===== src/rtl/counter_ctrl_pkg.sv =====
// rtl/counter_ctrl_pkg.sv - shared encodings for the counter run sequencer
// Purpose: FSM state encoding plus direction and mode constants used by
//          counter_ctrl and its testbench.
// Ports:   none (package)
package counter_ctrl_pkg;

    typedef enum logic [1:0] {
        ST_IDLE = 2'd0,
        ST_LOAD = 2'd1,
        ST_RUN  = 2'd2
    } state_t;

    localparam logic DIR_UP       = 1'b0;
    localparam logic DIR_DOWN     = 1'b1;
    localparam logic MODE_ONESHOT = 1'b0;
    localparam logic MODE_RELOAD  = 1'b1;

endpackage


===== src/rtl/counter_ctrl_core.sv =====
// rtl/counter_ctrl_core.sv - loadable wrapping up/down counter datapath
// Purpose: holds the counter value; synchronous load has priority over step.
// Ports:   clk, reset (sync active-low), load/load_val (parallel load),
//          en (step once), dir (0 up, 1 down), value (current count)
module counter_core #(
    parameter int WIDTH = 8
) (
    input  logic             clk,
    input  logic             reset,
    input  logic             load,
    input  logic [WIDTH-1:0] load_val,
    input  logic             en,
    input  logic             dir,
    output logic [WIDTH-1:0] value
);

    logic [WIDTH-1:0] value_q;

    always_ff @(posedge clk) begin
        if (!reset) begin
            value_q <= '0;
        end else if (load) begin
            value_q <= load_val;
        end else if (en) begin
            // Natural modulo-2^WIDTH wrap in both directions.
            value_q <= dir ? value_q - 1'b1 : value_q + 1'b1;
        end
    end

    assign value = value_q;

endmodule


===== src/rtl/counter_ctrl.sv =====
// rtl/counter_ctrl.sv - run sequencer driving the counter datapath
// Purpose: latches a run configuration on start, steps the counter from
//          start_val to end_val at the prescaled rate, reports busy/done.
// Ports:   clk, reset (sync active-low), start, abort, dir, mode,
//          start_val, end_val, prescale (run configuration inputs),
//          value (counter), busy (LOAD or RUN), done (terminal-tick pulse)
module counter_ctrl
    import counter_ctrl_pkg::*;
#(
    parameter int WIDTH      = 8,
    parameter int PRESCALE_W = 4
) (
    input  logic                  clk,
    input  logic                  reset,
    input  logic                  start,
    input  logic                  abort,
    input  logic                  dir,
    input  logic                  mode,
    input  logic [WIDTH-1:0]      start_val,
    input  logic [WIDTH-1:0]      end_val,
    input  logic [PRESCALE_W-1:0] prescale,
    output logic [WIDTH-1:0]      value,
    output logic                  busy,
    output logic                  done
);

    state_t                state_q, state_d;
    logic                  dir_q, dir_d;
    logic                  mode_q, mode_d;
    logic [WIDTH-1:0]      start_q, start_d;
    logic [WIDTH-1:0]      end_q, end_d;
    logic [PRESCALE_W-1:0] ps_q, ps_d;
    logic [PRESCALE_W-1:0] pcnt_q, pcnt_d;
    logic                  busy_q, busy_d;
    logic                  done_q, done_d;

    logic                  core_load;
    logic                  core_en;
    logic [WIDTH-1:0]      core_value;

    counter_core #(.WIDTH(WIDTH)) u_core (
        .clk      (clk),
        .reset    (reset),
        .load     (core_load),
        .load_val (start_q),
        .en       (core_en),
        .dir      (dir_q),
        .value    (core_value)
    );

    always_ff @(posedge clk) begin
        if (!reset) begin
            state_q <= ST_IDLE;
            dir_q   <= 1'b0;
            mode_q  <= 1'b0;
            start_q <= '0;
            end_q   <= '0;
            ps_q    <= '0;
            pcnt_q  <= '0;
            busy_q  <= 1'b0;
            done_q  <= 1'b0;
        end else begin
            state_q <= state_d;
            dir_q   <= dir_d;
            mode_q  <= mode_d;
            start_q <= start_d;
            end_q   <= end_d;
            ps_q    <= ps_d;
            pcnt_q  <= pcnt_d;
            busy_q  <= busy_d;
            done_q  <= done_d;
        end
    end

    always_comb begin
        state_d   = state_q;
        dir_d     = dir_q;
        mode_d    = mode_q;
        start_d   = start_q;
        end_d     = end_q;
        ps_d      = ps_q;
        pcnt_d    = pcnt_q;
        busy_d    = busy_q;
        done_d    = 1'b0;
        core_load = 1'b0;
        core_en   = 1'b0;

        case (state_q)
            ST_IDLE: begin
                if (start && !abort) begin
                    dir_d   = dir;
                    mode_d  = mode;
                    start_d = start_val;
                    end_d   = end_val;
                    ps_d    = prescale;
                    busy_d  = 1'b1;
                    state_d = ST_LOAD;
                end
            end
            ST_LOAD: begin
                if (abort) begin
                    busy_d  = 1'b0;
                    state_d = ST_IDLE;
                end else begin
                    core_load = 1'b1;
                    pcnt_d    = '0;
                    state_d   = ST_RUN;
                end
            end
            ST_RUN: begin
                // Abort outranks both the prescale tick and the terminal check.
                if (abort) begin
                    busy_d  = 1'b0;
                    state_d = ST_IDLE;
                end else if (pcnt_q != ps_q) begin
                    pcnt_d = pcnt_q + 1'b1;
                end else begin
                    pcnt_d = '0;
                    if (core_value == end_q) begin
                        done_d = 1'b1;
                        if (mode_q == MODE_ONESHOT) begin
                            busy_d  = 1'b0;
                            state_d = ST_IDLE;
                        end else begin
                            core_load = 1'b1;
                        end
                    end else begin
                        core_en = 1'b1;
                    end
                end
            end
            default: begin
                busy_d  = 1'b0;
                state_d = ST_IDLE;
            end
        endcase
    end

    assign value = core_value;
    assign busy  = busy_q;
    assign done  = done_q;

endmodule


===== config.mk =====
export PLATFORM = sky130hd
export DESIGN_NAME = counter_ctrl
export DESIGN_NICKNAME = d
export VERILOG_FILES = /design/src/rtl/counter_ctrl_pkg.sv /design/src/rtl/counter_ctrl_core.sv /design/src/rtl/counter_ctrl.sv
export SDC_FILE = /design/constraint.sdc
export NUM_CORES = 1
export LEC_CHECK = 0
export ABC_AREA = 1
export CORE_ASPECT_RATIO = 0.75
export CORE_UTILIZATION = 55
export CTS_CLUSTER_SIZE = 40
export DETAILED_ROUTE_END_ITERATION = 7
export DONT_BUFFER_PORTS = 1
export GPL_ROUTABILITY_DRIVEN = 0
export PLACE_DENSITY = 0.74
export SLEW_MARGIN = 10
export SYNTH_ARGS = -nofsm -noshare
export SYNTH_HDL_FRONTEND = slang
export SYNTH_SLANG_ARGS = --single-unit

===== constraint.sdc =====
create_clock -name clk -period 1.6 [get_ports clk]
set_input_delay 0.32 -clock clk [delete_from_list [all_inputs] [get_ports clk]]
set_output_delay 0.32 -clock clk [all_outputs]
set_load 0.05 [all_outputs]

# After elaboration in Yosys (flattened, before gate mapping)
# Cells that the tools add are included.
# totals
wordCells,68
memories,0
ff_bits,38
mem_bits_rw,0
latch_bits,0
output_inout_bits,10
input_bits,26
rom_bits,0
# classes
reduce_logical,10
n_shift,0
n_eq_ne,11
multipliers,0
n_mux,32
add_sub_neg,3
n_lt_le_gt_ge,0
bitwise_logic,2
div_mod_pow,0
# op_table
op,count
2-to-1 mux 8 bit,3
2-to-1 mux 1 bit,16
2-to-1 mux 2 bit,6
2-to-1 mux 4 bit,3
"!= test 3 bit, second input constant",3
"adder 8 x 1 -> 8 bit, second input constant",1
equality test 8 bit,1
"!= test 2 bit, second input constant",4
one-hot mux 4 bit (2 select lines),1
"subtractor 8 x 1 -> 8 bit, second input constant",1
one-hot mux 2 bit (3 select lines),1
AND reduction 5 bit,1
"adder 4 x 1 -> 4 bit, second input constant",1
!= test 4 bit,1
AND reduction 4 bit,1
nonzero test 2 bit,2
OR reduction 4 bit,1
one-hot mux 1 bit (3 select lines),1
AND reduction 3 bit,1
"equality test 2 x 1 -> 1 bit, second input constant",1
"equality test 2 bit, second input constant",1
logical NOT 2 bit,1
NOT 1 bit,2
one-hot mux 1 bit (2 select lines),1
3 further kinds,3

# Logic depth before layout (Yosys ltp)
# Gate-level depths: netlist (run 1).
# depth
word_depth,7
mapped_depth,14

# By module
# A second synthesis (run 1) with hierarchy kept.
# unflattened
cells_unflattened,308
area_unflattened_um2,2140.8
# modules_own_cells
module,cells_per_inst,n_inst,seq_area_each_um2,area_per_inst_um2
counter_ctrl,207,1,600.6,1471.4
counter_core,101,1,160.2,669.4

# Worst setup path after synthesis (run 1)
# OpenSTA, ideal clock, no wires.
# synth_timing
path_type,register to register
from,reg u_core.value_q[1] (netlist: u_core.value[1])
to,reg u_core.value_q[6] (netlist: u_core.value[6])
path_stages_with_launch,14
setup_time_ps,128
path_slack_ps,-479
t_arrival_ps,1952
path_cell_list,dfxtp_1 inv_1 fa_1 nand3b_1 nand2_1 nand2_1 nand2_1 nand2_1 nand2_1 nor2_1 nand2_1 nand2_1 nor2_1 nor2_1
# synth_via
elab_chain_cells,6
# synth_lines
element,line,rtl
"start, declared",counter_ctrl_core.sv:17,logic [WIDTH-1:0] value_q;
"start signal, assigned",counter_ctrl_core.sv:23,value_q <= load_val;
"start signal, assigned",counter_ctrl_core.sv:26,value_q <= dir ? value_q - 1'b1 : value_q + 1'b1;
"parallel branches: the longest is 6 deep, another holds adder 8 x 1 -> 8 bit",n/a,
# Several ways; the timed one is not identified. The select of a mux whose other input is x is not followed.
# A chain may end at the register's enable or synchronous reset.

# Final worst setup path (run 1)
# layout_timing
from,reg dir_q
to,reg u_core.value_q[5] (netlist: u_core.value[5])
# layout_via
elab_chain_cells,3
# layout_lines
element,line,rtl
"start, declared",counter_ctrl.sv:28,"logic dir_q, dir_d;"
"start signal, assigned",counter_ctrl.sv:64,dir_q <= dir_d;
2-to-1 mux 8 bit,counter_ctrl_core.sv:26,
2-to-1 mux 8 bit,counter_ctrl_core.sv:24,end else if (en) begin
2-to-1 mux 8 bit,counter_ctrl_core.sv:22,end else if (load) begin
# Every way passes these cells. The select of a mux whose other input is x is not followed.

==> results of run 1 <==
[registers in the layout, indices dropped and copies added (netlist names)]
signal,flops
done,1
mode_q,1
pcnt_q,4
state_q,2
dir_q,1
end_q,8
ps_q,4
busy,1
start_q,8
u_core.value,8
[power by group]
group | internal (mW) | total, mW | switching (mW)
clock network | 0.302 | 0.642 | 0.340
registers | 1.12 | 1.25 | 0.131
logic | 0.677 | 1.79 | 1.11
total | 2.10 | 3.68 | 1.58
[Yosys cell counts]
cell type / n
a211oi_1: 1
nor4_1: 1
clkinv_2: 1
buf_4: 1
fa_1: 1
a21oi_1: 32
nand3b_1: 3
inv_2: 5
nand2_8: 3
xor2_1: 2
nor2_1: 42
ha_1: 10
nand3_4: 1
clkbuf_1: 7
nor2_2: 7
dfxtp_1: 38
nor3_1: 1
xnor2_1: 5
nand2_2: 5
nand2_1: 95
inv_1: 49
o21ai_0: 25
nand3_1: 12
[area by class of cell]
cell class / count / area, sq um
Sequential cell: 38 / 798
Fill cell: 280 / 886
Multi-Input combinational cell: 249 / 1480
Timing Repair Buffer: 35 / 279
Clock buffer: 6 / 72.6
Tap cell: 52 / 65.1
Clock inverter: 2 / 10.0
Inverter: 55 / 215
[path summary, 6_finish.rpt]
kind         slack, ns                            to                     from  cells after the start
max              -0.11  u_core.value[5]$_SDFFE_PN0P_       dir_q$_SDFFE_PN0P_                     13
min               0.16          ps_q[0]$_SDFFE_PN0P_                    reset                      2
max reg2reg      -0.11  u_core.value[5]$_SDFFE_PN0P_       dir_q$_SDFFE_PN0P_                     13
min reg2reg       0.45       start_q[7]$_SDFFE_PN0P_  start_q[7]$_SDFFE_PN0P_                      2
[logic make-up (layout without fill, tap and decap cells)]
group           count (synthesis)  count (layout)  synth area share
xor+xnor                        7               7            0.0271
buf+inv                        63              98             0.107
flops                          38              38             0.336
simple gates                  170             173             0.336
fa+ha+maj                      11              11            0.0642
compound gates                 58              58             0.129
[through the flow]
stage          worst slack, ns  total power, mW
4_1_cts                -0.0469             3.49
2_1_floorplan          -0.0681             2.33
3_5_place_dp            -0.125             2.71
3_3_place_gp           -0.0857             2.68
5_1_grt                 -0.206             3.93
6_report                -0.109             3.68
[what timing repair did]
action	in CTS	in global routing
gates cloned	2	1
gates resized for setup	29	27
pin swaps	13	15
buffers inserted	4	3
setup endpoints to repair	8	13
[per-layer routing]
metal  track usage  up-vias
met5             0        -
met4        0.0522        0
met3        0.0592        4
met2         0.409       52
met1         0.385      979
li1              -     1148
==> results.yml, run 1 <==
critical_path:
  cpMaxStageDelayCell: "dfxtp_2"
  crit_family: "simple AND/OR/NAND/NOR gates"
  cp_cell_sequence: "buf_12 > ha_4 > a21oi_2 > nand2_2 > nand2_2 > nand2_1 > nand2_1 > nand2_1 > nor2_1 > nand2_1 > nand2_1 > nor2_1 > nor2_1"
  arrival_ns: 1.92
  worst-path-buf-inv: 1
  cpMostUsedCell: "nand2_1"
  cp_max_fo: 7
  crit_required_ns: 1.81
  endpoint_kind: "register"
  cp-start-kind: "register"
  cpPeakStageDelay_ns: 0.36
  path_class: "register to register"
sta:
  final-setup-viol-count: 6
  whs_ns: 0.160
  max_slew.worst_pin.slew_ns: 0.484
  min_period_ns: 1.71
  grt_setup_unrepaired: "true"
  max_freq_mhz: 585
  skew_ns: 0.0140
  period_share: 1.07
  setup_ws_ns: -0.109
  final-hold-violation-count: 0
  setup_tns_ns: -0.321
  slew_viol_final: 0
  max_slew_margin: 0.677
floorplan:
  core_area_sq_um: 3800
  die_h_um: 57.5
  die_area_sq_um: 4380
  io_pins: 36
  die_x_um: 76.1
  start_util: 0.595
  rows: 19
cts:
  cts.sinks: 38
  root_buffer: "clkbuf_8"
  clk_pin_slew_ns: 0.08
  cts_tree: "yes"
  clk_path_buf_depth: 2
  cts_hold_buf: 0
  cts_made_buffers: 5
  worstSkewPairLatency_ns: 0.29
  htree_levels: 2
drt:
  routed-via-count: 2183
  met2_length_um: 2480
  drt_iter0_markers: 141
  firstDrtPassIters: 4
  wl_met1_um: 2790
  route.met3.wl_um: 247
  highest_layer: "met4"
  ant_nets: 0
  drt-vias-per-instance: 5.00
  wl_per_cell_um: 12.8
  postRouteWirelength_um: 5570
  drc: 0
grt:
  grt-ovfl-total: 0
  grt_max_degree: 26
  antenna_found_initial: 0
  grt_pass1_vias: 1982
  grt_pass1_wl_um: 9140
  grt_usage: 0.266
finish:
  n_antenna_cell: 0
  nets: 421
  fin_area_sq_um: 2920
  layout_common_cells: "85 x nand2_1, 42 x inv_1, 34 x nor2_1"
  final_common_cell: "nand2_1"
  fin_util: 0.767
  syn2layout_area_growth_pct: 29.0
  finalNonFillerCells: 437
  drive_gt1_frac: 0.317
outcome:
  violations: "setup timing"
  status: "complete, but fails checks"
synth:
  syn_avg_cell_area_sq_um: 6.52
  netlist_area_sq_um: 2260
  yosys.area.top_type: "dfxtp_1"
  ys_ff_latch: 38
  yosysUniqueCellTypes: 23
  synth_top_area_frac: 0.336
  ys_top_cells_by_area: "dfxtp_1 34%, nand2_1 16%, inv_1 8.1%"
  yosysWarnings: 0
  synth_nets: 384
  ys_seq_area_frac: 0.336
  synthCells: 347
power:
  p_per_area_nw_per_um2: 1260
  vdd_drop_max_mv: 1.12
  p_leak_nw: 1.28
placement:
  dpl_cell_area_sq_um: 2540
  io_buffer_count: 0
  dp.cells: 419
  dp_hpwl_um: 3800
worst_hold_path:
  hp-class: "input pin to register"
job:
  drv_cap: 0
Power figures use the tool's default switching activity.
==> inputs of run 2 (changes only) <==
--- a/config.mk
+++ b/config.mk
@@ -7,12 +7,12 @@
 export LEC_CHECK = 0
 export ABC_AREA = 1
 export CORE_ASPECT_RATIO = 0.75
-export CORE_UTILIZATION = 55
+export CORE_UTILIZATION = 57
 export CTS_CLUSTER_SIZE = 40
 export DETAILED_ROUTE_END_ITERATION = 7
 export DONT_BUFFER_PORTS = 1
 export GPL_ROUTABILITY_DRIVEN = 0
-export PLACE_DENSITY = 0.74
+export PLACE_DENSITY = 0.76
 export SLEW_MARGIN = 10
 export SYNTH_ARGS = -nofsm -noshare
 export SYNTH_HDL_FRONTEND = slang
==> run 2 against run 1 <==
The run still ends with setup timing left. First-iteration DRC count increased by 16%. Flip-flop and latch count did not move. Power is 0.15% higher. Global-route usage shrank 0.46 points. Worst setup slack lost 0.0027 ns. Critical endpoint is now u_core.value[4]$_SDFFE_PN0P_. Largest cell class unchanged. Largest power group unchanged.
==> results.yml, run 2 (synthesis gave the netlist of run 1 again) <==
cts:
  htree_levels: 2
  clk_path_buf_depth: 2
  cts.sinks: 38
  cts_tree: "yes"
  cts_made_buffers: 5
  clk_pin_slew_ns: 0.08
  worstSkewPairLatency_ns: 0.29
  root_buffer: "clkbuf_8"
drt:
  postRouteWirelength_um: 5640
  wl_per_cell_um: 12.8
  drt_iter0_markers: 164
  drc: 0
  routed-via-count: 2253
  drt-vias-per-instance: 5.10
  ant_nets: 0
  firstDrtPassIters: 4
critical_path:
  cp_max_fo: 7
  crit_required_ns: 1.77
  endpoint_kind: "register"
  path_class: "register to register"
  cp-start-kind: "register"
  arrival_ns: 1.88
sta:
  setup_tns_ns: -0.725
  max_slew_margin: 0.657
  min_period_ns: 1.71
  final-setup-viol-count: 8
  setup_ws_ns: -0.111
  skew_ns: 0.00843
  max_freq_mhz: 584
  grt_setup_unrepaired: "true"
  period_share: 1.07
  slew_viol_final: 0
  max_slew.worst_pin.slew_ns: 0.514
  final-hold-violation-count: 0
finish:
  drive_gt1_frac: 0.297
  final.fill_count: 269
  final_common_cell: "nand2_1"
  syn2layout_area_growth_pct: 29.1
  multi_input_area_sq_um: 1420
  final-seq-area_sq_um: 792
  n_antenna_cell: 0
  fin_area_sq_um: 2920
  layout_common_cells: "88 x nand2_1, 44 x inv_1, 39 x buf_4"
  nets: 426
power:
  p_leak_nw: 1.31
  vdd_drop_max_mv: 1.37
  p_per_area_nw_per_um2: 1260
  total_power_mw: 3.68
grt:
  grt_pass1_wl_um: 8250
  grt_usage: 0.261
  grt_pass1_vias: 1903
  antenna_found_initial: 0
  grt_max_degree: 41
  grt-ovfl-total: 0
floorplan:
  io_pins: 36
  start_util: 0.606
  core_area_sq_um: 3730
  die_area_sq_um: 4230
  die_x_um: 74.7
  rows: 19
  die_h_um: 56.6
placement:
  dp_hpwl_um: 3600
  post-place-ws_ns: -0.103
  io_buffer_count: 0
  dpl_cell_area_sq_um: 2540
outcome:
  status: "complete, but fails checks"
  violations: "setup timing"
worst_hold_path:
  hp-class: "input pin to register"
job:
  drv_cap: 0
-- run 2: changes by cell type in the layout (fill, tap and decap cells not counted), sizes merged --
cell / delta
clkinvlp: +1
buf: +7
nand3: -1
nand2: -1
clkbuf: -1
-- run 2: per-stage QoR --
| step | std cells | utilization | hold slack (ns) |
|---|---|---|---|
| global route | 442 | 0.782 | 0.140 |
| finish | 442 | 0.782 | 0.151 |
| global placement | 418 | 0.681 | 0.434 |
| detailed placement | 418 | 0.681 | 0.439 |
| CTS | 429 | 0.731 | 0.151 |
| floorplan | 347 | - | 0.424 |
-- run 2: critical path, stage by stage, from the launching register on --
cell     delay [ns]
dfxtp_4        0.35
buf_4          0.14
nand2_1        0.08
nand2_2        0.06
nand2_2        0.09
inv_2          0.05
nand2_2        0.06
nor2_2         0.04
nand2_2        0.10
nand2_8        0.09
buf_4          0.15
buf_4          0.13
nand3_1        0.06
nand2_1        0.06
nor2_1         0.10
nor2_1         0.04
-- run 2: worst paths after layout --
kind,start,to,slack [ns],depth (start not counted)
worst max-delay path,u_core.value[1]$_SDFFE_PN0P_,u_core.value[4]$_SDFFE_PN0P_,-0.11,15
worst min-delay path,reset,ps_q[0]$_SDFFE_PN0P_,0.15,2
worst max register to register,u_core.value[1]$_SDFFE_PN0P_,u_core.value[4]$_SDFFE_PN0P_,-0.11,15
worst min register to register,start_q[5]$_SDFFE_PN0P_,start_q[5]$_SDFFE_PN0P_,0.45,2
-- run 2: routing by layer --
metal / track usage / part of all wire
met5: 0 / 0
met4: 0.0647 / 0.010
met3: 0.0646 / 0.061
met2: 0.402 / 0.46
met1: 0.366 / 0.47
-- run 2: final cells by class --
cell class	instances	area share
Timing Repair Buffer	42	0.116
Clock buffer	5	0.0236
Tap cell	52	0.0223
Clock inverter	3	0.00557
Inverter	55	0.0737
Sequential cell	38	0.271
Multi-Input combinational cell	247	0.488
-- run 2: where the power goes --
part / switching, mW / total, mW / internal, mW / leakage [nW]
combinational: 1.07 / 1.77 / 0.700 / 0.946
sequential: 0.137 / 1.25 / 1.12 / 0.317
clock: 0.361 / 0.660 / 0.299 / 0.0416
-- run 2: timing repair --
| action | CTS | global route |
|---|---|---|
| pin swaps | 5 | 25 |
| gates resized for setup | 13 | 31 |
| setup buffers | 3 | 12 |
| setup endpoints to repair | 8 | 13 |
| hold buffers | 0 | 0 |
| gates cloned | 0 | 1 |
==> inputs of run 3 (changes only) <==
--- a/config.mk
+++ b/config.mk
@@ -5,14 +5,12 @@
 export SDC_FILE = /design/constraint.sdc
 export NUM_CORES = 1
 export LEC_CHECK = 0
-export ABC_AREA = 1
 export CORE_ASPECT_RATIO = 0.75
-export CORE_UTILIZATION = 57
+export CORE_UTILIZATION = 47
 export CTS_CLUSTER_SIZE = 40
 export DETAILED_ROUTE_END_ITERATION = 7
-export DONT_BUFFER_PORTS = 1
 export GPL_ROUTABILITY_DRIVEN = 0
-export PLACE_DENSITY = 0.76
+export PLACE_DENSITY = 0.77
 export SLEW_MARGIN = 10
 export SYNTH_ARGS = -nofsm -noshare
 export SYNTH_HDL_FRONTEND = slang
==> run 3 against run 2 <==
The run still ends with setup timing left. Critical path depth shrank 7. Synthesized cell count down 32%. Final area grew 6.6%. Register-to-register slack worse by 0.08 ns. Power down 28%. Largest power group is now registers.
==> results.yml, run 3 <==
critical_path:
  rr_worst_depth: 8
  endpoint_kind: "register"
  reg2reg_to: "u_core.value[6]$_SDFFE_PN0P_"
  cp-start-kind: "register"
  cp_max_fo: 4
  rrSetupSlack_ns: -0.19
  crit_required_ns: 1.78
  arrival_ns: 1.97
  r2r_start: "u_core.value[0]$_SDFFE_PN0P_"
  path_class: "register to register"
sta:
  setup_tns_ns: -0.963
  period_share: 1.12
  min_period_ns: 1.79
  grt_setup_unrepaired: "true"
  max_slew.worst_pin.slew_ns: 0.341
  setup_ws_ns: -0.190
  final-hold-violation-count: 0
  max_slew_margin: 0.771
  slew_viol_final: 0
  final-setup-viol-count: 10
  whs_ns: 0.446
  skew_ns: 0.00513
  max_freq_mhz: 559
synth:
  ys_async_sr_fraction: 0
  synth_nets: 272
  synthCells: 235
  syn_avg_cell_area_sq_um: 8.50
  yosysUniqueCellTypes: 46
  ys_ff_latch: 38
  synth-edff-count: 0
  synth_top_cells_by_count: "52 x nand2_1, 38 x dfxtp_1, 29 x a21oi_1"
  netlist_area_sq_um: 2000
  ys_seq_area_frac: 0.381
  synthMostInstantiatedCell: "nand2_1"
  ys_top_cells_by_area: "dfxtp_1 38%, nand2_1 9.8%, a21oi_1 7.3%"
  synth_ff_type: "dfxtp_1"
  yosys.area.top_type: "dfxtp_1"
  synth_top_area_frac: 0.381
  yosysWarnings: 0
finish:
  fin_area_sq_um: 3110
  layout_common_cells: "52 x nand2_1, 47 x buf_4, 26 x dfxtp_1"
  final.fill_count: 281
  syn2layout_area_growth_pct: 55.8
  final_common_cell: "nand2_1"
  n_antenna_cell: 0
  fin_util: 0.768
  nets: 351
  multi_input_area_sq_um: 1360
  drive_gt1_frac: 0.381
  final-seq-area_sq_um: 798
power:
  seq_power_share: 0.407
  total_power_mw: 2.63
  p_int_mw: 1.81
  power_frac_comb: 0.313
  pwr-share-clk: 0.280
  switchingPower_mw: 0.829
  p_leak_nw: 1.24
  vdd_drop_max_mv: 0.713
  p_per_area_nw_per_um2: 846
  switching_share: 0.315
worst_hold_path:
  hold_path_depth: 2
  hp-class: "register to register"
  min_from: "start_q[1]$_SDFFE_PN0P_"
  hold_path_end: "u_core.value[1]$_SDFFE_PN0P_"
grt:
  antenna_found_initial: 0
  grt_pass1_vias: 1715
  grt_pass1_wl_um: 8330
  grt_max_degree: 23
  grt-ovfl-total: 0
  grt_usage: 0.241
floorplan:
  start_util: 0.493
  io_pins: 36
  die_area_sq_um: 4520
  core_area_sq_um: 4050
  rows: 20
  die_x_um: 77.3
  die_h_um: 58.5
drt:
  wl_per_cell_um: 13.9
  routed-via-count: 1881
  firstDrtPassIters: 4
  ant_nets: 0
  postRouteWirelength_um: 5130
  drt_iter0_markers: 101
  drt-vias-per-instance: 5.08
  drc: 0
cts:
  clk_path_buf_depth: 2
  htree_levels: 2
  worstSkewPairLatency_ns: 0.29
  cts_made_buffers: 5
  cts.sinks: 38
  cts_hold_buf: 0
  root_buffer: "clkbuf_8"
  clk_pin_slew_ns: 0.08
  cts_tree: "yes"
outcome:
  status: "complete, but fails checks"
  violations: "setup timing"
placement:
  io_buffer_count: 35
  dp_hpwl_um: 3790
  dpl_cell_area_sq_um: 2850
job:
  drv_cap: 0
-- run 3: cell type report --
cell class / count / area share
multi-input combinational: 178 / 0.435
inverter: 11 / 0.0133
clock buffer: 6 / 0.0301
timing repair buffer: 80 / 0.240
clock inverter: 2 / 0.00322
tap: 55 / 0.0221
sequential: 38 / 0.256
-- run 3: power groups by stage --
| stage | Clock (mW) | Sequential, mW | Combinational, mW |
|---|---|---|---|
| 2_1_floorplan | 0 | 1.13 | 0.401 |
| 3_3_place_gp | 0 | 1.09 | 0.745 |
| 3_5_place_dp | 0 | 1.09 | 0.762 |
| 4_1_cts | 0.752 | 1.07 | 0.803 |
| 5_1_grt | 0.787 | 1.08 | 0.895 |
| 6_report | 0.737 | 1.07 | 0.826 |
-- run 3: repair_timing --
item	CTS	global route
setup endpoints to repair	11	12
pin swaps	13	7
gates resized for setup	17	10
buffers inserted	5	3
-- run 3: worst max path at each step --
| stage | start | end | cells after the start |
|---|---|---|---|
| after detailed placement | abort | u_core.value[2]$_SDFFE_PN0P_ | 6 |
| after global placement | abort | u_core.value[4]$_SDFFE_PN0P_ | 6 |
| after CTS | dir_q$_SDFFE_PN0P_ | u_core.value[6]$_SDFFE_PN0P_ | 8 |
| final | u_core.value[0]$_SDFFE_PN0P_ | u_core.value[6]$_SDFFE_PN0P_ | 8 |
| after global routing | u_core.value[0]$_SDFFE_PN0P_ | u_core.value[6]$_SDFFE_PN0P_ | 8 |
| after floorplan | u_core.value[2]$_SDFFE_PN0P_ | busy$_SDFFE_PN0P_ | 6 |
-- run 3: per-stage QoR --
stage / worst slack (ns) / instances
final: -0.190 / 370
after floorplan: -0.116 / 235
after CTS: -0.126 / 367
after global placement: -0.219 / 355
after global routing: -0.274 / 370
after detailed placement: -0.253 / 355
-- run 3: layer usage --
metal / up-vias / track usage / wire, um
li1: 963 / - / -
met1: 860 / 0.353 / 2500
met2: 54 / 0.368 / 2380
met3: 4 / 0.0450 / 217
met4: 0 / 0.0620 / 36
met5: - / 0 / 0
-- run 3: cells by family (layout without fill, tap and decap cells) --
group	count (synthesis)	in the layout	share of synthesized area
compound gates	59	59	0.188
xor+xnor	18	18	0.0789
fa+ha+maj	11	11	0.0726
buf+inv	19	99	0.0376
flops	38	38	0.381
mux	3	3	0.0150
simple gates	87	87	0.227
-- run 3: critical path: stages, from the launching register on --
cell and delay [ns]:
dfxtp_4 0.39, inv_2 0.05, fa_2 0.38, and2b_2 0.25, nor3_2 0.05, o21ai_1 0.17
a21oi_2 0.10, xor2_1 0.21, o21ai_1 0.10
==> patch: new RTL, flow settings as in run 2 <==
Put a register stage on the output `value`, without a reset. The value now appears one clock later. The other outputs are not delayed to match.
--- a/src/rtl/counter_ctrl.sv
+++ b/src/rtl/counter_ctrl.sv
@@ -23,6 +23,8 @@
     output logic                  busy,
     output logic                  done
 );
+
+    logic [WIDTH-1:0] value_d;
 
     state_t                state_q, state_d;
     logic                  dir_q, dir_d;
@@ -136,9 +138,13 @@
         endcase
     end
 
-    assign value = core_value;
+    assign value_d = core_value;
     assign busy  = busy_q;
     assign done  = done_q;
 
+    always_ff @(posedge clk) begin
+        value <= value_d;
+    end
+
 endmodule
 
Behaviour: not the same (a bounded check fails within 4 cycles, from zero or initial values and one cycle with reset low).
==> patch against run 2 <==
- cell area is 1.7% lower
- wire length decreased by 4.3%
- the flow still finishes with violations (setup timing)
- critical path depth shrank 2
- cell count decreased by 7.5%
- sequential cell count is 8 higher
- sequential share of layout area grew 6.0 points
- total power grew 4.0%
- global-route usage down 0.79 points
- largest cell class unchanged
- fmax up 0.64%
- non-clock buffer count down 14
- worst setup slack better by 11 ps
- area after synthesis up 2.7%
- utilization is 2.3 points lower
==> patch: results <==
export IMPL_seq_area_frac_synth_pct=39.66
export IMPL_setup_violations_final=8
export IMPL_p_leak_nw=1.256
export IMPL_grt_met3_usage_pct=6.537
export IMPL_wl_met2_microns=2454
export IMPL_tns_ps=-670.9
export IMPL_first_iter_violations=146
export IMPL_wirelength_microns=5395
export IMPL_ys_top_cells_by_count="77 x nand2_1, 46 x dfxtp_1, 46 x inv_1"
export IMPL_grt_max_degree=28
export IMPL_wl_met1_microns=2531
export IMPL_met3_length_microns=343
export IMPL_cp_slowest_stage_delay_ps=370
export IMPL_crit_slowest_cell="dfxtp_2"
export IMPL_violations="setup timing"
export IMPL_synth_area_per_cell_sq_um=7.102
export IMPL_whs_ps=119.1
export IMPL_first_pass_iters=6
export IMPL_viasPerCell=5.117
export IMPL_synth_xor_area_share_pct=3.017
export IMPL_synth_compound_area_share_pct=13.04
export IMPL_post_route_worst_setup_slack_ps=-100.5
export IMPL_synth_area_leaders="dfxtp_1 40%, nand2_1 12%, inv_1 7.4%, a21oi_1 6.7%, ha_1 5.4%"
export IMPL_outcome="finished, violations left"
export IMPL_worst_pin_slew_ps=522.1
export IMPL_p_sw_mw=1.522
patch: cell types whose count changed in the layout (fill, tap and decap cells not counted), moves of 3 or more:
cell      before  now
buf_4         39   27
dfxtp_1       27   34
inv_1         44   41
nand2_1       88   68
nand3_1       12   17
nand3b_1       3    0
nor2_2        14   11
nor2_4         6    2
patch: layout make-up:
type	count	area, sq um
well taps	52	65.06
repair buffers	28	222.7
flip-flops and latches	46	950.9
inverters	50	195.2
fillers	269	908.4
clock buffers	8	101.3
multi-input cells	225	1336
patch: metrics by stage:
| step | area (sq um) | util, % |
|---|---|---|
| after floorplan | 2337 | - |
| final | 2872 | 75.97 |
| after global placement | 2554 | 67.56 |
| after detailed placement | 2554 | 67.56 |
| after CTS | 2723 | 72.03 |
| after global routing | 2872 | 75.97 |
patch: what timing repair did:
| action | CTS | global route |
|---|---|---|
| setup endpoints to repair | 10 | 15 |
| gates resized for setup | 15 | 39 |
| buffers inserted | 1 | 4 |
| hold buffers | 0 | 0 |
| gates cloned | 1 | 1 |
| pin swaps | 5 | 15 |
